**src/rtl/req_dispatch_4_pkg.sv**
```systemverilog
// Shared constants and types for the 4-source request dispatcher.
package req_dispatch_4_pkg;

  localparam int unsigned N_SRC = 4;
  localparam int unsigned IDX_W = 2;

  localparam logic [1:0] ST_IDLE  = 2'd0;
  localparam logic [1:0] ST_GRANT = 2'd1;
  localparam logic [1:0] ST_BUSY  = 2'd2;

  typedef enum logic [1:0] {
    StIdle  = ST_IDLE,
    StGrant = ST_GRANT,
    StBusy  = ST_BUSY
  } state_e;

endpackage

```
**src/rtl/encoder_4.sv**
```systemverilog
// 4-input priority encoder; v1 has highest priority and maps to index 0.
module encoder_4 (
  input  logic v1,
  input  logic v2,
  input  logic v3,
  input  logic v4,
  output logic valid,
  output logic num1,
  output logic num2
);

  // Index {num1,num2} of the lowest-numbered active input.
  always_comb begin
    valid = v1 | v2 | v3 | v4;
    num1  = ~v1 & ~v2 & (v3 | v4);
    num2  = ~v1 & (v2 | (~v3 & v4));
  end

endmodule

```
**src/rtl/req_dispatch_4.sv**
```systemverilog
// Sticky request capture, priority grant handshake and one-job-at-a-time busy tracking.
module req_dispatch_4
  import req_dispatch_4_pkg::*;
#(
  parameter int unsigned TIMEOUT = 255,
  parameter int unsigned CNT_W   = 8
) (
  input  logic             clk,
  input  logic             rst,
  input  logic [N_SRC-1:0] req,
  output logic             gnt_valid,
  output logic [IDX_W-1:0] gnt_idx,
  input  logic             gnt_ready,
  input  logic             done,
  output logic             busy,
  output logic [N_SRC-1:0] pending,
  output logic             overrun,
  output logic             timeout
);

  localparam logic [CNT_W-1:0] TimeoutLast = CNT_W'(TIMEOUT - 1);

  state_e           state_q, state_d;
  logic [N_SRC-1:0] pending_q, pending_d;
  logic [IDX_W-1:0] gnt_idx_q, gnt_idx_d;
  logic             gnt_valid_q, gnt_valid_d;
  logic             busy_q, busy_d;
  logic             overrun_q, overrun_d;
  logic             timeout_q, timeout_d;
  logic [CNT_W-1:0] cnt_q, cnt_d;

  logic             enc_valid;
  logic             enc_num1;
  logic             enc_num2;
  logic [N_SRC-1:0] clr_mask;

  encoder_4 u_encoder_4 (
    .v1    (pending_q[0]),
    .v2    (pending_q[1]),
    .v3    (pending_q[2]),
    .v4    (pending_q[3]),
    .valid (enc_valid),
    .num1  (enc_num1),
    .num2  (enc_num2)
  );

  // Pending bits: clear on accepted grant, new request wins over the clear.
  always_comb begin
    clr_mask = '0;
    if (gnt_valid_q && gnt_ready) begin
      clr_mask[gnt_idx_q] = 1'b1;
    end
    pending_d = (pending_q & ~clr_mask) | req;
    overrun_d = overrun_q | (|(req & pending_q & ~clr_mask));
  end

  // Dispatch FSM next state and registered outputs.
  always_comb begin
    state_d     = state_q;
    gnt_idx_d   = gnt_idx_q;
    gnt_valid_d = gnt_valid_q;
    busy_d      = busy_q;
    timeout_d   = 1'b0;
    cnt_d       = cnt_q;
    unique case (state_q)
      StIdle: begin
        if (enc_valid) begin
          gnt_idx_d   = {enc_num1, enc_num2};
          gnt_valid_d = 1'b1;
          state_d     = StGrant;
        end
      end
      StGrant: begin
        if (gnt_ready) begin
          gnt_valid_d = 1'b0;
          busy_d      = 1'b1;
          cnt_d       = '0;
          state_d     = StBusy;
        end
      end
      StBusy: begin
        cnt_d = cnt_q + 1'b1;
        if (done) begin
          busy_d  = 1'b0;
          state_d = StIdle;
        end else if (cnt_q == TimeoutLast) begin
          busy_d    = 1'b0;
          timeout_d = 1'b1;
          state_d   = StIdle;
        end
      end
      default: begin
        gnt_valid_d = 1'b0;
        busy_d      = 1'b0;
        state_d     = StIdle;
      end
    endcase
  end

  // State and output registers with synchronous reset.
  always_ff @(posedge clk) begin
    if (rst) begin
      state_q     <= StIdle;
      pending_q   <= '0;
      gnt_idx_q   <= '0;
      gnt_valid_q <= 1'b0;
      busy_q      <= 1'b0;
      overrun_q   <= 1'b0;
      timeout_q   <= 1'b0;
      cnt_q       <= '0;
    end else begin
      state_q     <= state_d;
      pending_q   <= pending_d;
      gnt_idx_q   <= gnt_idx_d;
      gnt_valid_q <= gnt_valid_d;
      busy_q      <= busy_d;
      overrun_q   <= overrun_d;
      timeout_q   <= timeout_d;
      cnt_q       <= cnt_d;
    end
  end

  assign gnt_valid = gnt_valid_q;
  assign gnt_idx   = gnt_idx_q;
  assign busy      = busy_q;
  assign pending   = pending_q;
  assign overrun   = overrun_q;
  assign timeout   = timeout_q;

endmodule

```
**config.mk**
```make
export PLATFORM = sky130hd
export DESIGN_NAME = req_dispatch_4
export DESIGN_NICKNAME = d
export VERILOG_FILES = /design/src/rtl/req_dispatch_4_pkg.sv /design/src/rtl/encoder_4.sv /design/src/rtl/req_dispatch_4.sv
export SDC_FILE = /design/constraint.sdc
export NUM_CORES = 1
export LEC_CHECK = 0
export CAP_MARGIN = 20
export CORE_MARGIN = 2
export CORE_UTILIZATION = 53
export CTS_CLUSTER_DIAMETER = 80
export DETAILED_ROUTE_END_ITERATION = 10
export PLACE_DENSITY = 0.81
export SLEW_MARGIN = 20
export SYNTH_ARGS = -nofsm -noshare
export SYNTH_HDL_FRONTEND = slang
export SYNTH_SLANG_ARGS = --single-unit
```
**constraint.sdc**
```tcl
create_clock -name clk -period 2.25 [get_ports clk]
set_clock_uncertainty 0.1 [all_clocks]
set_input_delay 0.45 -clock clk [delete_from_list [all_inputs] [get_ports clk]]
set_output_delay 0.45 -clock clk [all_outputs]
set_load 0.05 [all_outputs]
```
======== Yosys cells after proc, flatten, opt, wreduce, memory -nomap -nowiden ========
Index checks and enable logic that the tools add are counted.
storage, ports and cells
  bits in registers ....................... 20
  latch bits .............................. 0
  memory bits (writable) .................. 0
  ROM bits ................................ 0
  output and inout bits ................... 10
  memories kept ........................... 0
cells by class
  add/subtract/negate cells ............... 1
  multipliers ............................. 0
  div/mod/pow operators ................... 0
  $lt $le $gt $ge ......................... 2
  equal/unequal tests ..................... 6
  shift operators ......................... 0
  mux-type cells .......................... 18
  bitwise operators ....................... 20
  reduce and logical (&&, ||, !) cells .... 11
operators with widths
  kind                   number
  $pmux W8 S2            1
  $and A4 B4 Y4          3
  $reduce_and A3 Y1      3
  $add A8 B1 Y8 const B  1
  $eq A8 B8 Y1 const B   1
  $mux W2                4
  $mux W8                1
  $mux W1                7
  $or A1 B1 Y1           6
  $pmux W1 S3            2
  $pmux W2 S3            1
  $not A1 Y1             5
  $and A1 B1 Y1          4
  $mux W4                1
  $ne A2 B2 Y1 const B   2
  $not A4 Y4             1
  $or A4 B4 Y4           1
  $reduce_and A2 Y1      2
  $reduce_or A4 Y1       1
  $lt A2 B3 Y1 const B   1
  $ne A3 B3 Y1 const B   1
  $reduce_or A3 Y1       1
  $demux W1 S2           1
  $eq A2 B1 Y1 const B   1
  other kinds (5)        6

======== Depth between registers and ports, before layout ========
  word-level depth ........................ 9
  depth in mapped cells ................... 5
  gate-level depth less buffers ........... 5

======== Cells and area by module ========
Synthesis repeated with hierarchy kept, for this count alone.
unflattened totals
  cell total of the unflattened synthesis .. 114
  area total of the unflattened synthesis .. 962.2 um^2
modules (own cells, without submodules)
  module          times used  cells each  area each (um^2)
  req_dispatch_4  1           107         927.1
  encoder_4       1           7           35.0

======== Least setup slack after synthesis ========
Ideal clock, no wire load.
  kind .................................... register to register
  from .................................... register gnt_idx_q[0] (netlist: gnt_idx[0])
  to ...................................... register overrun_q (netlist: overrun)
  data arrival time ....................... 1.385 ns
  required time ........................... 2.026 ns
  slack ................................... 0.641 ns
  cell stages (with the launch flop) ...... 5
  buffers on the path ..................... 0
  period minus slack after synthesis ...... 1.609 ns
  cell sequence ........................... dfxtp_1 -> inv_1 -> or3_1 -> a31oi_1 -> a31oi_1
on the way
  longest elaborated chain between the ends .. 9
  elaborated cells on any way between the ends .. 10
  classes of those cells .................. order compare (2); mux (3); bitwise (3); reduce/logical (2)
ends and longest elaborated chain
  element                                                             line                   RTL
  start, declared                                                     req_dispatch_4.sv:25   logic [IDX_W-1:0] gnt_idx_q, gnt_idx_d;
  start signal, assigned                                              req_dispatch_4.sv:114  gnt_idx_q <= gnt_idx_d;
  $lt A2 B3 Y1 (not written as such) or $ge A2 B1 Y1 (tied branches)  req_dispatch_4.sv:51   clr_mask[gnt_idx_q] = 1'b1;
  $logic_and A1 B1 Y1 (not written as such)                           req_dispatch_4.sv:51
  $mux W1 (not written as such)                                       req_dispatch_4.sv:51
  $demux W1 S2 *                                                      req_dispatch_4.sv:51
  $mux W4 *                                                           req_dispatch_4.sv:50   if (gnt_valid_q && gnt_ready) begin
  $not A4 Y4 *                                                        req_dispatch_4.sv:54   overrun_d = overrun_q | (|(req & pending_q & ~clr_mask));
  $and A4 B4 Y4 *                                                     req_dispatch_4.sv:54
  $reduce_or A4 Y1 *                                                  req_dispatch_4.sv:54
  $or A1 B1 Y1 *                                                      req_dispatch_4.sv:54
  end signal, assigned                                                req_dispatch_4.sv:117  overrun_q <= overrun_d;
  end, declared                                                       req_dispatch_4.sv:28   logic overrun_q, overrun_d;
Mark *: on every way between the ends. The rest lies on a longest branch, timed or not.
A chain may end at the register's enable or synchronous reset.

======== Worst setup path in the final report ========
  from .................................... register pending_q[1] (netlist: pending[1])
  to ...................................... output pending[1]
RTL lines
  element                 line                   RTL
  start, declared         req_dispatch_4.sv:24   logic [N_SRC-1:0] pending_q, pending_d;
  start signal, assigned  req_dispatch_4.sv:113  pending_q <= pending_d;
  end, declared           req_dispatch_4.sv:16   output logic [N_SRC-1:0] pending,
No word-level cell between the ends.

==> metrics.cfg <==
[outcome]
outcome=complete, no violations

[route]
num_vias=842
viasPerCell=6.01
dr.pass1.iters=4
wl_per_cell_um=13.2
drtIter0Drc=17
wirelength_mm=1.85
ant_nets=0
drc=0

[synth]
synth_xor_area_share_pct=0
synth_area_leaders=dfxtp_1 (43%), a21oi_1 (8.1%), a31oi_1 (4.0%)
synth-edff-count=0
synth_flop_cell=dfxtp_1
synth_top_family_by_area=compound AO/OA/AOI/OAI gates
synth_area_um2=931
synthArstFlopShare_pct=0
synthTopCellsByCount=dfxtp_1 (20), a21oi_1 (15), nor2_1 (10)
yosysWarningCount=0
synthMuxAreaShare_pct=0
ys_seq_area_share_pct=43.0
yosysTopAreaCell=dfxtp_1
synth_cell_types=35
synth_seq_cells=20
yosys.area_share.simple_pct=23.5
synth_fa_ha_area_share_pct=2.69
synth_compound_area_share_pct=24.1
synth.most_common_cell=dfxtp_1
synth_top_area_share_pct=43.0
postSynthCellCount=108
synth.net_count=118
synth_area_per_cell_um2=8.62

[sta]
hold_viol_final=0
tightest_slew_ns=0.497
fmax_ghz=0.471
fin_crit_ns=2.13
setup_viol=0
slew_headroom_pct=66.8
rsz0062_at_grt=false
finalCritPeriodShare_pct=94.4
slew_viol_final=0
setup-tns-final_ns=0
setup_slack_ns=0.125

[worst_setup_path]
cp_top_family=buffers and inverters
setup.worst_path.end=pending[1]
path_max_fanout=6
r2r_end=cnt_q[6]
cp-startpoint=pending[1]
reg2reg_depth=4
required_ns=1.70
arrival_ns=1.58
crit_slowest_cell=clkdlybuf4s50_1
worst-setup-path-type=reg -> out
reg2reg_slack_ns=0.65
path_buf_inv=1
cp.depth=1
setup.worst_path.end_class=output port
cpPeakStageDelay_ns=0.83
crit_chain=clkdlybuf4s50_1
timing.rr.start=state_q[0]
crit_path_start_kind=flip-flop

[clock_network]
clk_latency_ns=0.31
clkTransAtPathRegs_ns=0.12
clockRootBuffer=clkbuf_4
cts.sink_count=20
post_cts_resized=0
cts_buffers=3
cts_tree=done
postCtsSetupBuffers=0
postCtsHoldBufs=0
clk_path_buf_depth=2
h-tree-depth=1

[grt]
antenna_found_initial=0
grt_max_degree=14
grt_use_total_pct=20.6
grt_pass1_vias=753
overflow=0
grt_pass1_wl_mm=3.08

[die]
die_y_um=45.9
start_util_pct=55.1
die_w_um=45.9
io_pins=18
core-area_um2=1690
rows=15
die_area_um2=2110

[placement]
numPortBuffers=17
place_inst=136
place_congestion=0.851
hpwlAfterDp_mm=1.39
post-place-ws_ns=0.326

[final_layout]
n_fill_cell=143
diodes=0
nets=134
drive_gt1_share_pct=10.6
area_growth_pct=22.3
stdcell_count=140

[min_path]
hp-class=reg -> reg

[power_and_ir_drop]
finalPower_mw=0.867
peakVddDrop_mv=0.470
p_per_area_nw_per_um2=762
p_leak_nw=0.435

[run]
drv_cap=0

registers in the layout (all words and copies together) (netlist names):
signal	flops
state_q	2
overrun	1
gnt_idx	2
cnt_q	8
gnt_valid	1
busy	1
pending	4
timeout	1
metrics by stage:
stage          hold slack (ns)  area [um2]  utilization [%]
2_1_floorplan            0.354         931                -
3_3_place_gp             0.359        1090             64.3
3_5_place_dp             0.373        1090             64.3
4_1_cts                  0.388        1140             67.4
5_1_grt                  0.421        1140             67.4
6_report                 0.380        1140             67.4
cell families after synthesis:
family          Yosys count
simple gates             39
fa+ha+maj                 2
flops                    20
buf+inv                  12
compound gates           35
worst min path at each step:
stage,to,cells past startpoint,slack [ns],from
3_5_place_dp,busy,2,0.37,busy
2_1_floorplan,timeout,2,0.35,cnt_q[7]
6_report,busy,2,0.38,busy
3_3_place_gp,busy,2,0.36,busy
4_1_cts,busy,2,0.39,busy
5_1_grt,busy,2,0.42,busy
power by group:
part	total [mW]	internal [mW]	switching, mW
Clock	0.296	0.180	0.116
Sequential	0.398	0.375	0.0231
Combinational	0.173	0.0662	0.107
cell usage in the layout, fill, tap and decap left out, drive strengths merged, types with 2 or more instances in the layout:
cell           instances
dfxtp                 20
clkdlybuf4s50         17
a21oi                 15
nor2                  10
a31oi                  6
inv                    5
nand2                  4
nand4                  4
o21ai                  4
nand3b                 3
clkbuf                 3
and3                   3
o31ai                  2
or2                    2
nand3                  2
or3                    2
nor3                   2
ha                     2
a221oi                 2
and2                   2
layer usage:
layer / global-route usage, % / vias to the layer above / part of all wire [%]
met4: 13.7 / 0 / 2.9
met5: 0 / - / 0
li1: - / 424 / -
met3: 3.97 / 7 / 4.4
met1: 24.2 / 388 / 46
met2: 33.3 / 23 / 47
area by class of cell:
cell class / count / area [um2] / share of cell area, %
clock inverter: 1 / 30.0 / 2.64
sequential: 20 / 400 / 35.2
clock buffer: 3 / 22.5 / 1.98
timing repair buffer: 18 / 178 / 15.6
inverter: 5 / 18.8 / 1.65
tap: 17 / 21.3 / 1.87
multi-input combinational: 76 / 468 / 41.1
(Power assumes the default switching activity.)
